`src/rtl/wb_cmd_pkg.sv`:
```
// Shared types for the command-to-Wishbone master: FSM states, the response
// bundle and the timeout counter sizing helper.
package wb_cmd_pkg;

    // Widest data bus the response bundle can carry; narrower buses zero-extend.
    localparam int RSP_DATA_MAX = 64;

    typedef enum logic [1:0] {
        IDLE,
        REQ,
        WAIT,
        RESP
    } state_t;

    typedef struct packed {
        logic [RSP_DATA_MAX-1:0] rdata;
        logic                    err;
        logic                    timeout;
    } rsp_t;

    function automatic int tmo_cnt_width(input int cycles);
        return (cycles < 1) ? 1 : $clog2(cycles + 1);
    endfunction

endpackage

```
`src/rtl/wishbone_if.sv`:
```
// Classic single-transfer Wishbone bus with pipelined stall.
interface wishbone_if #(
    parameter int DATA_WIDTH = 32,
    parameter int ADDR_WIDTH = 32
);
    logic                    cyc;
    logic                    stb;
    logic                    we;
    logic [ADDR_WIDTH-1:0]   addr;
    logic [DATA_WIDTH-1:0]   wdata;
    logic [DATA_WIDTH/8-1:0] sel;
    logic                    stall;
    logic                    ack;
    logic [DATA_WIDTH-1:0]   rdata;
    logic                    err;

    modport master (
        output cyc, stb, we, addr, wdata, sel,
        input  stall, ack, rdata, err
    );

    modport slave (
        input  cyc, stb, we, addr, wdata, sel,
        output stall, ack, rdata, err
    );
endinterface

```
`src/rtl/wb_cmd_master.sv`:
```
// Turns one valid/ready command into one Wishbone transaction and returns the
// outcome (data, err, timeout) on a valid/ready response stream.
module wb_cmd_master
    import wb_cmd_pkg::*;
#(
    parameter int DATA_WIDTH     = 32,
    parameter int ADDR_WIDTH     = 32,
    parameter int TIMEOUT_CYCLES = 256
) (
    input  logic                    i_clk,
    input  logic                    i_rst,
    input  logic                    i_cmd_valid,
    output logic                    o_cmd_ready,
    input  logic                    i_cmd_we,
    input  logic [ADDR_WIDTH-1:0]   i_cmd_addr,
    input  logic [DATA_WIDTH-1:0]   i_cmd_wdata,
    input  logic [DATA_WIDTH/8-1:0] i_cmd_sel,
    output logic                    o_rsp_valid,
    input  logic                    i_rsp_ready,
    output logic [DATA_WIDTH-1:0]   o_rsp_rdata,
    output logic                    o_rsp_err,
    output logic                    o_rsp_timeout,
    wishbone_if.master              wb
);
    localparam int CW = tmo_cnt_width(TIMEOUT_CYCLES);

    state_t                  r_state, w_state_nxt;
    logic                    r_we;
    logic [ADDR_WIDTH-1:0]   r_addr;
    logic [DATA_WIDTH-1:0]   r_wdata;
    logic [DATA_WIDTH/8-1:0] r_sel;
    logic [CW-1:0]           r_cnt;
    logic [CW-1:0]           w_cnt_inc;
    rsp_t                    r_rsp, w_rsp_nxt;
    logic                    w_cmd_ready, w_accept, w_capture, w_take, w_tmo;
    logic                    w_cyc, w_stb, w_rsp_valid;
    logic                    w_unused_rsp;

    // The count after this edge; abort fires only if it reaches the limit with
    // no usable ack/err, so an ack on that very edge still wins.
    assign w_cnt_inc = r_cnt + CW'(1);
    assign w_tmo     = (TIMEOUT_CYCLES != 0) && (w_cnt_inc == CW'(TIMEOUT_CYCLES));
    assign w_accept  = w_cmd_ready && i_cmd_valid;

    always_ff @(posedge i_clk) begin
        if (i_rst) r_state <= IDLE;
        else       r_state <= w_state_nxt;
    end

    always_comb begin
        w_state_nxt = r_state;
        w_cmd_ready = 1'b0;
        w_cyc       = 1'b0;
        w_stb       = 1'b0;
        w_rsp_valid = 1'b0;
        w_take      = 1'b0;
        w_capture   = 1'b0;
        w_rsp_nxt   = '0;
        unique case (r_state)
            IDLE: begin
                w_cmd_ready = !i_rst;
                if (i_cmd_valid && !i_rst) w_state_nxt = REQ;
            end
            REQ: begin
                w_cyc  = 1'b1;
                w_stb  = 1'b1;
                // A stalled strobe was not taken, so ack/err with it mean nothing.
                w_take = !wb.stall && (wb.ack || wb.err);
                if (w_take || w_tmo) begin
                    w_capture   = 1'b1;
                    w_state_nxt = RESP;
                end else if (!wb.stall) begin
                    w_state_nxt = WAIT;
                end
            end
            WAIT: begin
                w_cyc  = 1'b1;
                w_take = wb.ack || wb.err;
                if (w_take || w_tmo) begin
                    w_capture   = 1'b1;
                    w_state_nxt = RESP;
                end
            end
            RESP: begin
                w_rsp_valid = 1'b1;
                if (i_rsp_ready) w_state_nxt = IDLE;
            end
            default: w_state_nxt = IDLE;
        endcase

        if (w_take) begin
            w_rsp_nxt.err = wb.err;
            if (wb.ack && !wb.err && !r_we) w_rsp_nxt.rdata = RSP_DATA_MAX'(wb.rdata);
        end else begin
            w_rsp_nxt.err     = 1'b1;
            w_rsp_nxt.timeout = 1'b1;
        end
    end

    always_ff @(posedge i_clk) begin
        if (i_rst) begin
            r_we    <= 1'b0;
            r_addr  <= '0;
            r_wdata <= '0;
            r_sel   <= '0;
            r_cnt   <= '0;
            r_rsp   <= '0;
        end else begin
            if (w_accept) begin
                r_we    <= i_cmd_we;
                r_addr  <= i_cmd_addr;
                r_wdata <= i_cmd_wdata;
                r_sel   <= i_cmd_sel;
                r_cnt   <= '0;
            end else if (r_state == REQ || r_state == WAIT) begin
                r_cnt <= w_cnt_inc;
            end
            if (w_capture) r_rsp <= w_rsp_nxt;
        end
    end

    assign o_cmd_ready   = w_cmd_ready;
    assign o_rsp_valid   = w_rsp_valid;
    assign o_rsp_rdata   = r_rsp.rdata[DATA_WIDTH-1:0];
    assign o_rsp_err     = r_rsp.err;
    assign o_rsp_timeout = r_rsp.timeout;

    // Bits above DATA_WIDTH are always zero; fold them so they are consumed.
    assign w_unused_rsp  = |r_rsp.rdata;

    assign wb.cyc   = w_cyc;
    assign wb.stb   = w_stb;
    assign wb.we    = r_we;
    assign wb.addr  = r_addr;
    assign wb.wdata = r_wdata;
    assign wb.sel   = r_sel;

endmodule

```
`src/flat_wrapper.sv`:
```
// flat-port wrapper written by rule: the top's interface ports become plain ports
module wb_cmd_master_flat import wb_cmd_pkg::*;
#(
    parameter int DATA_WIDTH     = 32,
    parameter int ADDR_WIDTH     = 32,
    parameter int TIMEOUT_CYCLES = 256
)
  (i_clk, i_rst, i_cmd_valid, o_cmd_ready, i_cmd_we, i_cmd_addr, i_cmd_wdata, i_cmd_sel, o_rsp_valid, i_rsp_ready, o_rsp_rdata, o_rsp_err, o_rsp_timeout, wb_cyc, wb_stb, wb_we, wb_addr, wb_wdata, wb_sel, wb_stall, wb_ack, wb_rdata, wb_err);
  wishbone_if #(.DATA_WIDTH(DATA_WIDTH), .ADDR_WIDTH(ADDR_WIDTH)) wb_i ();
  input  logic i_clk;
  input  logic i_rst;
  input  logic i_cmd_valid;
  output logic o_cmd_ready;
  input  logic i_cmd_we;
  input  logic [ADDR_WIDTH-1:0] i_cmd_addr;
  input  logic [DATA_WIDTH-1:0] i_cmd_wdata;
  input  logic [DATA_WIDTH/8-1:0] i_cmd_sel;
  output logic o_rsp_valid;
  input  logic i_rsp_ready;
  output logic [DATA_WIDTH-1:0] o_rsp_rdata;
  output logic o_rsp_err;
  output logic o_rsp_timeout;
  output wire logic [$bits(wb_i.cyc)-1:0] wb_cyc;
  output wire logic [$bits(wb_i.stb)-1:0] wb_stb;
  output wire logic [$bits(wb_i.we)-1:0] wb_we;
  output wire logic [$bits(wb_i.addr)-1:0] wb_addr;
  output wire logic [$bits(wb_i.wdata)-1:0] wb_wdata;
  output wire logic [$bits(wb_i.sel)-1:0] wb_sel;
  input wire logic [$bits(wb_i.stall)-1:0] wb_stall;
  input wire logic [$bits(wb_i.ack)-1:0] wb_ack;
  input wire logic [$bits(wb_i.rdata)-1:0] wb_rdata;
  input wire logic [$bits(wb_i.err)-1:0] wb_err;
  assign wb_cyc = wb_i.cyc;
  assign wb_stb = wb_i.stb;
  assign wb_we = wb_i.we;
  assign wb_addr = wb_i.addr;
  assign wb_wdata = wb_i.wdata;
  assign wb_sel = wb_i.sel;
  assign wb_i.stall = wb_stall;
  assign wb_i.ack = wb_ack;
  assign wb_i.rdata = wb_rdata;
  assign wb_i.err = wb_err;
  wb_cmd_master #(.DATA_WIDTH(DATA_WIDTH), .ADDR_WIDTH(ADDR_WIDTH), .TIMEOUT_CYCLES(TIMEOUT_CYCLES)) u_core (.i_clk(i_clk), .i_rst(i_rst), .i_cmd_valid(i_cmd_valid), .o_cmd_ready(o_cmd_ready), .i_cmd_we(i_cmd_we), .i_cmd_addr(i_cmd_addr), .i_cmd_wdata(i_cmd_wdata), .i_cmd_sel(i_cmd_sel), .o_rsp_valid(o_rsp_valid), .i_rsp_ready(i_rsp_ready), .o_rsp_rdata(o_rsp_rdata), .o_rsp_err(o_rsp_err), .o_rsp_timeout(o_rsp_timeout), .wb(wb_i));
endmodule
```
`config.mk`:
```
export PLATFORM = sky130hd
export DESIGN_NAME = wb_cmd_master_flat
export DESIGN_NICKNAME = d
export VERILOG_FILES = /design/src/rtl/wb_cmd_pkg.sv /design/src/rtl/wishbone_if.sv /design/src/rtl/wb_cmd_master.sv /design/src/flat_wrapper.sv
export SDC_FILE = /design/constraint.sdc
export NUM_CORES = 1
export LEC_CHECK = 0
export BUFFER_PORTS_ARGS = -buffer_cell sky130_fd_sc_hd__buf_4
export CORE_ASPECT_RATIO = 1.4
export CORE_MARGIN = 2
export CORE_UTILIZATION = 45
export CTS_BUF_LIST = sky130_fd_sc_hd__clkbuf_8 sky130_fd_sc_hd__clkbuf_16
export DETAILED_ROUTE_END_ITERATION = 8
export GPL_TIMING_DRIVEN = 0
export PLACE_DENSITY = 0.78
export SLEW_MARGIN = 30
export SYNTH_ARGS = -nofsm -noshare
export SYNTH_HDL_FRONTEND = slang
export SYNTH_SLANG_ARGS = --single-unit
```
`constraint.sdc`:
```
create_clock -name i_clk -period 2.21 [get_ports i_clk]
set_input_delay 0.3315 -clock i_clk [delete_from_list [all_inputs] [get_ports i_clk]]
set_output_delay 0.3315 -clock i_clk [all_outputs]
set_load 0.02 [all_outputs]
```
Word level (Yosys, flattened, before mapping):

Cells that the tools add are included.

* bits in registers: 114
* bits of input ports: 108
* output and inout port bits: 107
* logic and storage cells: 53

* reduce and logical (&&, ||, !) cells: 17
* add/subtract/negate cells: 1
* eq/ne operators: 8
* mux-type cells: 18

Operator list (number)
* two-way mux 32 bit: 2
* two-way mux 2 bit: 5
* adder 9 x 1 -> 9 bit (second input constant): 1
* == test 9 bit (second input constant): 1
* two-way mux 1 bit: 8
* case mux 2 bit (4 select lines): 1
* logical AND 1 bit: 5
* == test 2 bit (second input constant): 2
* zero test 1 bit: 4
* logical OR 1 bit: 4
* != test 2 x 1 -> 1 bit (second input constant): 2
* case mux 1 bit (2 select lines): 2
* AND reduction 4 bit: 1
* OR reduction 2 bit: 2
* != test 3 x 2 -> 1 bit (second input constant): 1
* == test 2 x 1 -> 1 bit (second input constant): 1
* zero test 2 bit: 1
* != test 2 bit (second input constant): 1

Longest topological paths before layout:

* depth after elaboration: 5
* gate-level depth with buffers: 9
* depth with buffers taken out: 7

Worst setup path before layout:

No wires, ideal clock.

* path type: reg2reg
* start point: register u_core.r_state[0]
* end point: register u_core.r_rsp (netlist bit u_core.o_rsp_rdata[10])
* path buffers: 3
* cell stages (with the launch flop): 10
* required time: 2151 ps
* arrival: 2041 ps
* period minus slack after synthesis: 2100 ps
* path slack: 110 ps
* setup time: 59 ps
* cells stage by stage: dfxtp_1 inv_1 ha_1 buf_2 o21ai_0 nor3b_1 and3_1 clkbuf_1 buf_2 a22o_1

* word-level cells in the longest chain between the ends: 3
* elaborated cells on any way between the ends: 5
* classes of those cells: 2 x eq/ne; 3 x mux

RTL lines
* from (decl): RTL line wb_cmd_master.sv:27 `state_t r_state, w_state_nxt;`
* from (signal assigned): RTL line wb_cmd_master.sv:47 `else r_state <= w_state_nxt;`
* == test 2 bit / == test 2 x 1 -> 1 bit (equally long branches): RTL line wb_cmd_master.sv:59 `unique case (r_state)`
* case mux 1 bit (2 select lines): RTL line wb_cmd_master.sv:59
* two-way mux 32 bit: RTL line wb_cmd_master.sv:91 `if (w_take) begin`
* to (signal assigned): RTL line wb_cmd_master.sv:118 `if (w_capture) r_rsp <= w_rsp_nxt;`
* to (decl): RTL line wb_cmd_master.sv:34 `rsp_t r_rsp, w_rsp_nxt;`

Several ways; a longest one is shown, not always the timed one.
A chain may end at the register's enable or synchronous reset.

Worst setup path in the final report:

* start point: register u_core.r_state[1]
* end point: register u_core.r_rsp (netlist bit u_core.o_rsp_rdata[15])

The elaborated chain is that of the path after synthesis.

==> run summary <==
Power
* **VDD IR max** 0.000693 V
* **combinational fraction of design power** 0.263
* **Pint** 0.00503 W
* **clock network power share** 0.379
* **switching power total** 0.00215 W
* **static power due to leakage** 2.92 nW
* **power density relative to cell area** 1110 nW/um^2
* **relative contribution of sequential cells to total power** 0.358
* **proportion of total power due to net switching** 0.299

Worst setup path
* **critical path endpoint category** flip-flop
* **FF-to-FF Start** u_core.r_state[1]
* **data required time of the worst path** 2.54 ns
* **critical path start-end classification** flip-flop to flip-flop
* **arrival time of the worst setup path** 2.39 ns
* **Reg2Reg Capture Point** u_core.o_rsp_rdata[15]
* **Crit Path Max Fanout** 10
* **Critical Path Source Type** flip-flop
* **delay of the slowest cell on the worst path** 0.39 ns
* **flop2flop setup slack** 0.16 ns
* **cell with the largest stage delay on the worst path** sky130_fd_sc_hd__dfxtp_1
* **FF-to-FF path depth** 8
* **list of cells traversed by the critical path** inv_1 > ha_1 > clkbuf_4 > o21ai_0 > nor3b_2 > and3_4 > buf_4 > a22o_1

Outcome
* **run status** complete, no violations

Yosys
* **share of the synthesized area in the top cell type** 0.556
* **number of different library cells in the post-synthesis netlist** 36
* **post-synthesis instance total** 459
* **most frequent cell after synthesis** sky130_fd_sc_hd__nand2_1
* **top area cells in the synthesized netlist** sky130_fd_sc_hd__dfxtp_1 (56%), sky130_fd_sc_hd__nand2_1 (13%), sky130_fd_sc_hd__o21ai_0 (8.7%), sky130_fd_sc_hd__a22o_1 (7.0%), sky130_fd_sc_hd__clkbuf_1 (2.0%)
* **cell area after technology mapping** 4100 sq um
* **post-synth net total** 573
* **number of warnings printed during yosys synthesis** 0
* **top cell type by total area after synthesis** sky130_fd_sc_hd__dfxtp_1
* **share of synthesized area occupied by flip-flops and latches** 0.556
* **average instance area after synthesis** 8.94 sq um
* **flops & latches, synth** 114
* **Post-synth EDFFs** 0
* **Synth Flop Type** sky130_fd_sc_hd__dfxtp_1
* **most frequent cells after synthesis** sky130_fd_sc_hd__nand2_1 (141), sky130_fd_sc_hd__dfxtp_1 (114), sky130_fd_sc_hd__o21ai_0 (71)
* **proportion of register bits with asynchronous set or reset after synthesis** 0

Final layout
* **total inserted antenna cells** 0
* **utilization of the core after routing** 0.724
* **fraction of final layout cells with drive strength greater than 1** 0.383
* **number of filler cells placed in the layout** 671
* **area grow syn2layout** 57.6%
* **Final nets** 804
* **Finished Layout Cells** 810

Min path
* **Hold Path Cell Cnt** 3
* **hold path endpoint** u_core.wb.sel[1]
* **Hold Startpoint** i_cmd_sel[1]
* **Worst Hold Class** input pin to flip-flop

Detailed routing
* **Residual DRC** 0
* **total wire length** 12100 microns
* **Via Count** 4023
* **First DRT Iteration DRCs** 141
* **Antenna Violating Nets Remaining** 0
* **via density per instance** 4.97
* **number of iterations in the first detailed-routing pass** 4
* **routed len/inst** 14.9 microns

CTS
* **H-tree level count** 4
* **clock slew at reported path FFs** 0.05 ns
* **clk buf depth** 2
* **clock latency on the worst-skew pair** 0.39 ns
* **clock tree root driver cell** sky130_fd_sc_hd__clkbuf_16
* **# clock sinks** 114
* **TritonCTS clock tree** built
* **post-CTS repair timing setup buffer count** 0
* **number of clock buffers inserted by TritonCTS** 17

Die
* **row count** 41
* **overall die height** 117 microns
* **overall die area** 9910 sq um
* **number of ports placed on the die boundary** 215
* **effective utilization at floorplan** 0.460
* **area of the core** 8930 sq um
* **horizontal die dimension** 84.7 microns

STA
* **count of pins over their slew limit** 0
* **worst setup skew after layout** 0.00615 ns
* **worst slew pin tran** 0.458 ns
* **FMAX** 487 MHz
* **unrepaired setup endpoints after global routing** no
* **final period demand of the worst path** 2.05 ns
* **final hold violation count** 0
* **setup violators final** 0
* **post-route fraction of the period consumed by the critical path** 0.930
* **worst-case headroom to the max-slew limit** 0.694

GRT
* **pin count of the biggest net entering global routing** 17
* **total track usage** 0.238
* **initial antenna violation count** 0
* **vias in the first global route** 3966
* **global-route wire length before repair** 18800 microns
* **Remaining Overflow, GRT** 0

Job
* **number of maximum-capacitance constraint violations** 0

Placement
* **Cells after DPL** 779
* **PortBufs** 213
* **HPWL after detailed placement** 9170 microns
* **final weighted congestion in routability-driven placement** 0.824

==> power by group through the flow <==
stage               Clock [W]  Combinational, W  Sequential, W
floorplan                   0          0.000670        0.00294
global placement            0           0.00184        0.00259
detailed placement          0           0.00188        0.00261
CTS                   0.00277           0.00189        0.00257
global route          0.00286           0.00205        0.00260
finish                0.00272           0.00189        0.00257
==> metrics by stage <==
step / setup WS [ns] / total power [W] / area [sq um] / hold slack (ns) / TNS (ns)
after floorplan: 0.110 / 0.00361 / 4100 / 0.440 / 0
after global placement: -0.0506 / 0.00443 / 5840 / 0.445 / -1.11
after detailed placement: -0.118 / 0.00449 / 5840 / 0.451 / -3.06
after CTS: 0.0402 / 0.00723 / 6450 / 0.114 / 0
after global routing: 0.00772 / 0.00752 / 6470 / 0.123 / 0
final: 0.156 / 0.00718 / 6470 / 0.133 / 0
==> per-layer routing <==
metal | vias to the layer above | global-route usage | share of wire
met4 | 0 | 0.107 | 0.027
met3 | 23 | 0.0701 | 0.052
met5 | - | 0 | 0
li1 | 2003 | - | -
met1 | 1864 | 0.269 | 0.38
met2 | 133 | 0.418 | 0.54
==> sequential cells by signal, summed over array words and instances, names as in the netlist <==
register	flops
u_core.o_rsp_rdata	32
u_core.wb.addr	32
u_core.wb.wdata	32
u_core.r_cnt	9
u_core.wb.sel	4
u_core.r_state	2
u_core.o_rsp_err	1
u_core.o_rsp_timeout	1
u_core.wb.we	1
==> what timing repair did <==
item	in CTS	in global routing
endpoints found under the hold margin	0	0
pin swaps	0	0
resized for setup	5	9
hold buffers	0	0
endpoints found under the setup margin	35	53
==> final cells by class <==
class | count | area [sq um] | area share
well taps | 107 | 134 | 0.0207
repair buffers | 213 | 1600 | 0.247
plain buffers | 31 | 165 | 0.0255
flip-flops and latches | 114 | 2280 | 0.353
clock buffers | 20 | 467 | 0.0722
inverters | 4 | 15.0 | 0.00232
clock inverters | 12 | 139 | 0.0215
multi-input cells | 309 | 1670 | 0.258
==> cell families after synthesis <==
logic type               Yosys count  share of synthesized area
flip-flops                       114                      0.556
multiplexers                       2                    0.00488
XOR/XNOR                           8                     0.0171
buffers and inverters             36                     0.0406
AND/OR/NAND/NOR                  180                      0.180
AO/OA/AOI/OAI                    113                      0.183
adder cells (fa/ha/maj)            6                     0.0183
==> how the worst max path moves through the flow <==
stage,from,to,depth (start not counted)
after floorplan,u_core.r_state[0],u_core.o_rsp_rdata[10],9
after global placement,u_core.r_state[0],u_core.o_rsp_rdata[7],9
after detailed placement,u_core.r_state[0],u_core.o_rsp_rdata[1],9
after CTS,u_core.r_state[1],u_core.o_rsp_rdata[7],8
after global routing,u_core.r_state[0],u_core.o_rsp_rdata[15],8
final,u_core.r_state[1],u_core.o_rsp_rdata[15],8
==> worst max-delay path: cells and delay by family, from the launching register on <==
family	cells	cell delay, ns
buffers and inverters	3	0.50
and+or+nand+nor	2	0.49
DFF	1	0.39
adders and majority gates	1	0.31
AOI/OAI and AO/OA	2	0.30
==> cell usage in the layout, fill, tap and decap left out, types with 3 or more instances in the layout <==
master	n
sky130_fd_sc_hd__a22o_1	33
sky130_fd_sc_hd__nand3_1	5
sky130_fd_sc_hd__ha_1	6
sky130_fd_sc_hd__nand2_1	141
sky130_fd_sc_hd__clkinv_2	5
sky130_fd_sc_hd__buf_4	216
sky130_fd_sc_hd__o21ai_0	71
sky130_fd_sc_hd__dfxtp_1	114
sky130_fd_sc_hd__clkbuf_4	3
sky130_fd_sc_hd__or2_2	3
sky130_fd_sc_hd__clkbuf_1	19
sky130_fd_sc_hd__nor2_1	16
sky130_fd_sc_hd__buf_6	3
sky130_fd_sc_hd__clkbuf_16	17
sky130_fd_sc_hd__inv_1	5
sky130_fd_sc_hd__clkbuf_8	3
sky130_fd_sc_hd__xor2_1	6
sky130_fd_sc_hd__nor2b_1	3
sky130_fd_sc_hd__bufinv_16	3
(Power assumes the default switching activity.)
